[config.mk]
export PLATFORM = sky130hd
export DESIGN_NAME = instr_fetch_unit
export DESIGN_NICKNAME = d
export VERILOG_FILES = /design/src/rtl/riscv_pkg.sv /design/src/rtl/fetch_buffer.sv /design/src/rtl/instr_fetch_unit.sv
export SDC_FILE = /design/constraint.sdc
export NUM_CORES = 1
export LEC_CHECK = 0
export CAP_MARGIN = 20
export CORE_MARGIN = 2
export CORE_UTILIZATION = 25
export DETAILED_ROUTE_END_ITERATION = 7
export SETUP_SLACK_MARGIN = 0.2
export SLEW_MARGIN = 10
export SYNTH_ARGS = -nofsm -noshare
export SYNTH_HDL_FRONTEND = slang
export SYNTH_SLANG_ARGS = --single-unit
[constraint.sdc]
create_clock -name clk -period 6.2 [get_ports clk]
set_input_delay 1.86 -clock clk [delete_from_list [all_inputs] [get_ports clk]]
set_output_delay 1.86 -clock clk [all_outputs]
set_load 0.005 [all_outputs]
[src/rtl/riscv_pkg.sv]
// Shared RISC-V core definitions: widths, reset PC, NOP encoding, base opcodes
// and the instruction-fetch FSM state type.
package riscv_pkg;

    localparam int unsigned XLEN             = 32;
    localparam logic [31:0] RESET_PC_DEFAULT = 32'h0000_0000;
    localparam logic [31:0] NOP_INSTR        = 32'h0000_0013;

    localparam logic [6:0] OPC_LOAD   = 7'b000_0011;
    localparam logic [6:0] OPC_STORE  = 7'b010_0011;
    localparam logic [6:0] OPC_BRANCH = 7'b110_0011;
    localparam logic [6:0] OPC_OP_IMM = 7'b001_0011;

    typedef enum logic [1:0] {
        StIdle,
        StWait,
        StDrain
    } fetch_state_e;

endpackage

[src/rtl/fetch_buffer.sv]
// Synchronous FIFO of fetched {instr, pc} pairs with flush; presents a NOP at
// PC 0 whenever it is empty.
module fetch_buffer
    import riscv_pkg::*;
#(
    parameter int unsigned Depth = 2,
    parameter int unsigned PcW   = XLEN,
    localparam int unsigned PtrW = $clog2(Depth),
    localparam int unsigned CntW = $clog2(Depth) + 1
) (
    input  logic            clk,
    input  logic            rst,
    input  logic            flush_i,
    input  logic            push_i,
    input  logic [31:0]     instr_i,
    input  logic [PcW-1:0]  pc_i,
    input  logic            pop_i,
    output logic [31:0]     instr_o,
    output logic [PcW-1:0]  pc_o,
    output logic [CntW-1:0] count_o
);

    logic [31:0]     instr_mem [Depth];
    logic [PcW-1:0]  pc_mem    [Depth];
    logic [PtrW-1:0] wr_ptr_q;
    logic [PtrW-1:0] rd_ptr_q;
    logic [CntW-1:0] count_q;

    always_ff @(posedge clk) begin
        if (rst || flush_i) begin
            wr_ptr_q <= '0;
            rd_ptr_q <= '0;
            count_q  <= '0;
        end else begin
            if (push_i) begin
                wr_ptr_q <= wr_ptr_q + PtrW'(1);
            end
            if (pop_i) begin
                rd_ptr_q <= rd_ptr_q + PtrW'(1);
            end
            case ({push_i, pop_i})
                2'b10:   count_q <= count_q + CntW'(1);
                2'b01:   count_q <= count_q - CntW'(1);
                default: count_q <= count_q;
            endcase
        end
    end

    always_ff @(posedge clk) begin
        if (push_i) begin
            instr_mem[wr_ptr_q] <= instr_i;
            pc_mem[wr_ptr_q]    <= pc_i;
        end
    end

    always_comb begin
        instr_o = NOP_INSTR;
        pc_o    = '0;
        if (count_q != '0) begin
            instr_o = instr_mem[rd_ptr_q];
            pc_o    = pc_mem[rd_ptr_q];
        end
    end

    assign count_o = count_q;

endmodule

[src/rtl/instr_fetch_unit.sv]
// Instruction fetch: owns the PC, issues one outstanding word fetch at a time and
// buffers returned instructions for decode; redirects flush everything.
module instr_fetch_unit #(
    parameter int unsigned     XLEN      = 32,
    parameter logic [XLEN-1:0] RESET_PC  = XLEN'(riscv_pkg::RESET_PC_DEFAULT),
    parameter int unsigned     BUF_DEPTH = 2
) (
    input  logic            clk,
    input  logic            rst,
    output logic            imem_req_valid,
    output logic [XLEN-1:0] imem_req_addr,
    input  logic            imem_req_ready,
    input  logic            imem_rsp_valid,
    input  logic [31:0]     imem_rsp_data,
    output logic            instr_valid,
    output logic [31:0]     instr,
    output logic [XLEN-1:0] instr_pc,
    input  logic            instr_ready,
    input  logic            redirect_valid,
    input  logic [XLEN-1:0] redirect_pc
);

    import riscv_pkg::*;

    localparam int unsigned     CntW    = $clog2(BUF_DEPTH) + 1;
    localparam logic [CntW-1:0] FullCnt = CntW'(BUF_DEPTH);

    fetch_state_e    state_q;
    logic [XLEN-1:0] fetch_pc_q;
    logic [XLEN-1:0] inflight_pc_q;
    logic [CntW-1:0] count;
    logic            buf_valid;
    logic            req_fire;
    logic            push;
    logic            pop;
    logic            unused_redirect_lsb;

    assign unused_redirect_lsb = ^redirect_pc[1:0];

    // Requests only leave IDLE, so "no outstanding" is implied; the credit check
    // then reduces to free buffer space.
    assign buf_valid      = (count != '0);
    assign imem_req_valid = !rst && !redirect_valid && (state_q == StIdle) && (count < FullCnt);
    assign imem_req_addr  = fetch_pc_q;
    assign req_fire       = imem_req_valid && imem_req_ready;
    assign push           = !rst && !redirect_valid && (state_q == StWait) && imem_rsp_valid;
    assign pop            = !rst && !redirect_valid && buf_valid && instr_ready;
    assign instr_valid    = !rst && buf_valid;

    always_ff @(posedge clk) begin
        if (rst) begin
            state_q       <= StIdle;
            fetch_pc_q    <= RESET_PC;
            inflight_pc_q <= '0;
        end else if (redirect_valid) begin
            fetch_pc_q <= {redirect_pc[XLEN-1:2], 2'b00};
            // A response landing in the redirect cycle closes the old request.
            if ((state_q != StIdle) && !imem_rsp_valid) begin
                state_q <= StDrain;
            end else begin
                state_q <= StIdle;
            end
        end else begin
            unique case (state_q)
                StIdle: begin
                    if (req_fire) begin
                        inflight_pc_q <= fetch_pc_q;
                        fetch_pc_q    <= fetch_pc_q + XLEN'(4);
                        state_q       <= StWait;
                    end
                end
                StWait: begin
                    if (imem_rsp_valid) begin
                        state_q <= StIdle;
                    end
                end
                StDrain: begin
                    if (imem_rsp_valid) begin
                        state_q <= StIdle;
                    end
                end
                default: state_q <= StIdle;
            endcase
        end
    end

    fetch_buffer #(
        .Depth (BUF_DEPTH),
        .PcW   (XLEN)
    ) u_fetch_buffer (
        .clk     (clk),
        .rst     (rst),
        .flush_i (redirect_valid),
        .push_i  (push),
        .instr_i (imem_rsp_data),
        .pc_i    (inflight_pc_q),
        .pop_i   (pop),
        .instr_o (instr),
        .pc_o    (instr_pc),
        .count_o (count)
    );

endmodule

==> Yosys cells after proc, flatten, opt, wreduce, memory -nomap -nowiden <==
Memories as Yosys holds them, arrays and structs flattened. A register that Yosys moved wholly into a read port is not among the register bits.
Cells that the tools add are included.
{ "totals": {"register_bits": 70, "latch_bits": 0, "mem_bits_rw": 128, "rom_bits": 0, "input_bits": 70, "output_inout_bits": 98, "wordCells": 65, "n_memories": 2} }
{ "classes": {"addsub": 5, "mul": 0, "div": 0, "order_cmp": 1, "eq_ne": 6, "n_shift": 0, "n_mux": 17, "bitwise_logic": 1, "reduce_logical": 26} }
{ "memory_table": {"columns": ["memory", "depth", "word_bits", "rd", "rd_ports_with_merged_regs", "wr", "line", "source"], "rows": [
  ["u_fetch_buffer.instr_mem", 2, 32, 1, 1, 1, "fetch_buffer.sv:23", "logic [31:0] instr_mem [Depth];"],
  ["u_fetch_buffer.pc_mem", 2, 32, 1, 1, 1, "fetch_buffer.sv:24", "logic [PcW-1:0] pc_mem [Depth];"]
]} }
{ "ops": {"columns": ["operator", "n"], "rows": [
  ["2-to-1 mux 32 bit", 5],
  ["adder 32 x 3 -> 32 bit, second input constant", 1],
  ["logical AND 1 bit", 10],
  ["nonzero test 2 bit", 5],
  ["2-to-1 mux 2 bit", 4],
  ["one-hot mux 2 bit (2 select lines)", 2],
  ["2-to-1 mux 1 bit", 6],
  ["AND reduction 2 bit", 3],
  ["equality test 2 x 1 -> 1 bit, second input constant", 2],
  ["equality test 2 bit, second input constant", 2],
  ["OR reduction 2 bit", 2],
  ["zero test 1 bit", 3],
  ["!= test 3 x 1 -> 1 bit, second input constant", 1],
  ["!= test 3 bit, second input constant", 1],
  ["AND reduction 3 bit", 1],
  ["adder 1 bit, second input constant", 2],
  ["adder 2 x 1 -> 2 bit, second input constant", 1],
  ["zero test 2 bit", 1],
  ["less-than comparator 2 bit, second input constant", 1],
  ["subtractor 2 x 1 -> 2 bit, second input constant", 1],
  ["logical OR 1 bit", 1],
  ["inverter 1 bit", 1]
]} }

==> Longest topological paths before layout <==
{ "depth": {"word_depth": 8, "depth_mapped": 10, "mapped_depth_nobuf": 7} }

==> Cells and area by module <==
A second synthesis with hierarchy kept.
{ "hier_totals": {"hier_cells": 685, "area_unflattened_um2": 8050.2} }
{ "modules_own_cells": {"columns": ["mod", "n_inst", "cells_each", "area_per_inst_um2", "seq_area_each_um2"], "rows": [
  ["fetch_buffer", 1, 291, 5012.3, 3943.8],
  ["instr_fetch_unit", 1, 394, 3037.9, 1241.2]
]} }

==> Worst setup path before layout <==
OpenSTA, ideal clock, no wires.
{ "synth_timing": {"kind": "input-to-reg", "from": "input port redirect_valid", "to": "memory u_fetch_buffer.instr_mem[0][0] (enable)", "setup_ns": 0.482, "arrival_ns": 5.055, "t_required_ns": 5.718, "slack_ns": 0.663, "cell_stages": 4, "n_path_buf": 1, "cell_sequence": "clkbuf_1 > nor2_1 > nand3_1 > nor2_1"} }
{ "synth_via": {"elab_chain_len": 6} }
{ "synth_lines": {"columns": ["item", "line", "source"], "rows": [
  ["start: declaration", "instr_fetch_unit.sv:19", "input logic redirect_valid,"],
  ["zero test 1 bit", "instr_fetch_unit.sv:46", "assign push = !rst && !redirect_valid && (state_q == StWait) && imem_rsp_valid;"],
  ["logical AND 1 bit (3 in series)", "instr_fetch_unit.sv:46", null],
  ["2-to-1 mux 1 bit", "fetch_buffer.sv:50", "if (push_i) begin"],
  ["2-to-1 mux 1 bit (implied by the code)", "fetch_buffer.sv:51", "instr_mem[wr_ptr_q] <= instr_i;"],
  ["end: declaration", "fetch_buffer.sv:23", null]
]} }
Every way passes these cells.

==> Worst setup path after layout <==
{ "layout_timing": {"from": "input port redirect_valid", "to": "output port imem_req_valid"} }
{ "layout_via": {"elab_chain_len": 4} }
{ "layout_lines": {"columns": ["item", "line", "source"], "rows": [
  ["zero test 1 bit", "instr_fetch_unit.sv:43", "assign imem_req_valid = !rst && !redirect_valid && (state_q == StIdle) && (count < FullCnt);"],
  ["logical AND 1 bit (3 in series)", "instr_fetch_unit.sv:43", null],
  ["end: declaration", "instr_fetch_unit.sv:10", "output logic imem_req_valid,"]
]} }
Every way passes these cells.

==> key figures <==
STA
  – Final TNS setup: 0 ns
  – Setup Skew: roughly 0.013 ns
  – Final min period: about 5.4 ns
  – Slew @ Worst Pin: 0.990 ns
  – Fin. max-slew vios: 0
  – Slew margin rel.: 34.0%
  – Hold_ws: between 0.4 and 0.5 ns
  – Final period util: a little under 90%
  – RSZ-0062 raised after global routing: no
  – FMAX: around 190 MHz
  – Final Hold Fails: 0
  – Final setup viols: 0

Clocking
  – Clock buffer count from CTS: 17
  – Clk_lat worst skew: 0.43 ns
  – Setup bufs post-CTS: 0
  – PostCTS Resize Cnt: 0
  – Root Buffer: clkbuf_16
  – CTS tree: built
  – Quantity of hold-fixing buffers added after cts: 0
  – Clock Sinks: approximately 190
  – CTS clk-pin slew, worst paths: roughly 0.070 ns
  – CTS Buffer Depth: 2
  – Htree depth: 4

Layout
  – Finished Layout Cells: ~1.2k
  – Synth-to-Final Area Change: 32.9%
  – Inserted Diodes: 0
  – Final core utilization: between 30 and 40%
  – Final net count: between 900 and 1k
  – Layout cell share with drive strength beyond 1: ~7.0%

Logic synthesis
  – Cell with the most instances after synthesis: edfxtp_1
  – XOR/XNOR Fraction of Synth Area: less than 1%
  – Post-synthesis compound-gate area fraction: approximately 8%
  – Synth area leaders: edfxtp_1, dfxtp_1, mux2i_1
  – Commonest cells post-synth: edfxtp_1, nor2_1, nand2_1, dfxtp_1, mux2i_1
  – Post-synth top area cell: edfxtp_1
  – Sequential share of the synthesized area: 63.6%
  – Synth warn: 0
  – Gate count of the mapped netlist: 683
  – Post-synth design cell area: between 0.007 and 0.008 sq mm
  – Adder-Cell Fraction of Synth Area: less than 1%
  – Post-Synth Simple-Gate Area: roughly 16%
  – Mapped Avg Cell Area: about 12 sq um
  – Yosys reg bits: 191
  – Netlist cell types: between 50 and 60
  – Multiplexer area fraction after synthesis: about 7.9%
  – Post-synth EDFFs: between 100 and 150
  – Top-area cell type share of the netlist area: about 47%
  – Main combinational cell family by area after synthesis: simple AND/OR/NAND/NOR gates
  – Predominant post-synthesis flop cell: edfxtp_1
  – Fraction of registers with async set/reset: 0%

GRT
  – First-pass GRT wire length: 33,500 um
  – Total congestion overflow: 0
  – Vias in the first global route: 5,622
  – Initial antenna violation count: 0
  – Largest net degree at the start of global routing: 63
  – GRT Overall Usage: between 10% and 20%

Floorplanning
  – Initial Utilization: between 20 and 30%
  – I/O pin total: approximately 170
  – Die height: about 180 um
  – Die span in x: around 180 um
  – Die Area: around 0.033 sq mm
  – Row count: between 60 and 70
  – Core Area: roughly 0.031 sq mm

Critical path
  – Cells along the critical path: clkdlybuf4s50_1, or4b_1, clkinv_4, clkdlybuf4s50_1
  – Crit end category: primary output
  – Most frequent CP cell: clkdlybuf4s50_1
  – Critical Path Start Type: input port
  – CP max-delay cell: or4b_1
  – CP bufs+invs: 3
  – Worst EP required: between 4 and 5 ns
  – CP peak stage delay: 0.55 ns
  – Crit path DAT: about 3.5 ns
  – CP delay by family, top: buffers and inverters
  – CP Class: input port to primary output
  – Crit Path Max Fanout: 14

Power
  – Internal: 2.05 mW
  – PwrDens: between 200 and 250 mW/mm^2
  – Sequential power share: between 50% and 60%
  – LEAKAGE: 3.25 nW
  – Peak VDD IR: 0.210 mV
  – Combinational Power Share: under 10%
  – Power consumption: approximately 2.6 mW
  – Clock power share: between 40% and 50%
  – NetSw: 0.583 mW
  – Switching share of power: ~22%

Placement
  – DP Cell Count: 1,216
  – # port buffers: between 150 and 200
  – Hpwl dp: 14,400 um
  – GPL Wtd Cong: ~0.76

Route
  – DR pass1 iterations: 5
  – Vias per cell: 4.65
  – Final ANT Viol Nets: 0
  – DR iter-0 viols: between 300 and 400
  – Vias: between 5k and 6k
  – WL per Instance: 17.6 um
  – Final wirelength: 21,900 um
  – Drt drc: 0

Run status
  – Status: complete, no violations

Flow run
  – Max_cap viols: 0

Hold path
  – Worst Hold Class: flop to flop
registers in the layout (all words and copies together) (netlist names), named ones only:
register,flops
u_fetch_buffer.count_o,2
u_fetch_buffer.pc_mem,60
imem_req_addr,30
state_q,2
u_fetch_buffer.wr_ptr_q,1
u_fetch_buffer.rd_ptr_q,1
u_fetch_buffer.instr_mem,64
inflight_pc_q,30
layout by cell type, fill, tap and decap left out, types with 6 or more instances in the layout:
| master | instances |
|---|---|
| or3_1 | 10 |
| clkinv_4 | 6 |
| and2_1 | 9 |
| o221ai_1 | 6 |
| dfxtp_1 | 66 |
| and3_1 | 7 |
| a21oi_1 | 41 |
| edfxtp_1 | 124 |
| nand2_1 | 83 |
| nand4_1 | 17 |
| nand3_1 | 12 |
| inv_1 | 12 |
| a31oi_1 | 15 |
| buf_4 | 9 |
| o211ai_1 | 6 |
| clkdlybuf4s50_1 | 160 |
| or4_1 | 7 |
| mux2i_1 | 62 |
| clkbuf_16 | 18 |
| nor3_1 | 6 |
| nor2_1 | 83 |
worst paths after layout:
check,startpoint,to,slack (ns),depth (start not counted)
worst max-delay path,redirect_valid,imem_req_valid,0.82,4
worst min-delay path,inflight_pc_q[24]$_SDFFE_PP0P_,u_fetch_buffer.pc_mem[1][24]$_DFFE_PP_,0.46,0
worst max register to register,state_q[1]$_SDFFE_PP0P_,imem_req_addr[4]$_SDFFE_PP0P_,3.36,8
worst min register to register,inflight_pc_q[24]$_SDFFE_PP0P_,u_fetch_buffer.pc_mem[1][24]$_DFFE_PP_,0.46,0
logic make-up after synthesis:
kind of cell	after synthesis
XOR/XNOR	9
AO/OA/AOI/OAI	99
adder cells (fa/ha/maj)	4
AND/OR/NAND/NOR	261
flip-flops	191
buffers and inverters	55
multiplexers	63
other	1
metal layers:
| metal | vias up | wire (um) | GRT usage (%) |
|---|---|---|---|
| met5 | - | 0 | 0 |
| met4 | 0 | 528 | 5.29 |
| met3 | 25 | 1340 | 3.43 |
| met2 | 198 | 10500 | 22.0 |
| met1 | 2770 | 9540 | 16.5 |
| li1 | 2807 | - | - |
power groups by stage:
stage	Sequential, mW	Clock [mW]	Combinational (mW)
CTS	1.40	1.12	0.154
global placement	1.42	0	0.151
finish	1.40	1.09	0.152
global route	1.40	1.17	0.166
detailed placement	1.42	0	0.153
floorplan	1.41	0	0.0595
through the flow:
stage	instance area, sq um	setup WS (ns)
2_1_floorplan	7980	0.663
5_1_grt	10600	0.716
3_3_place_gp	10000	0.814
4_1_cts	10600	0.810
3_5_place_dp	10000	0.815
6_report	10600	0.819
cell type report:
type / count / area (sq um)
sequential: 191 / 5070
fill: 3153 / 20900
clock inverter: 11 / 106
tap: 402 / 503
multi-input combinational: 440 / 2680
clock buffer: 21 / 482
inverter: 12 / 50.0
timing repair buffer: 171 / 1690
(Power assumes the default switching activity.)
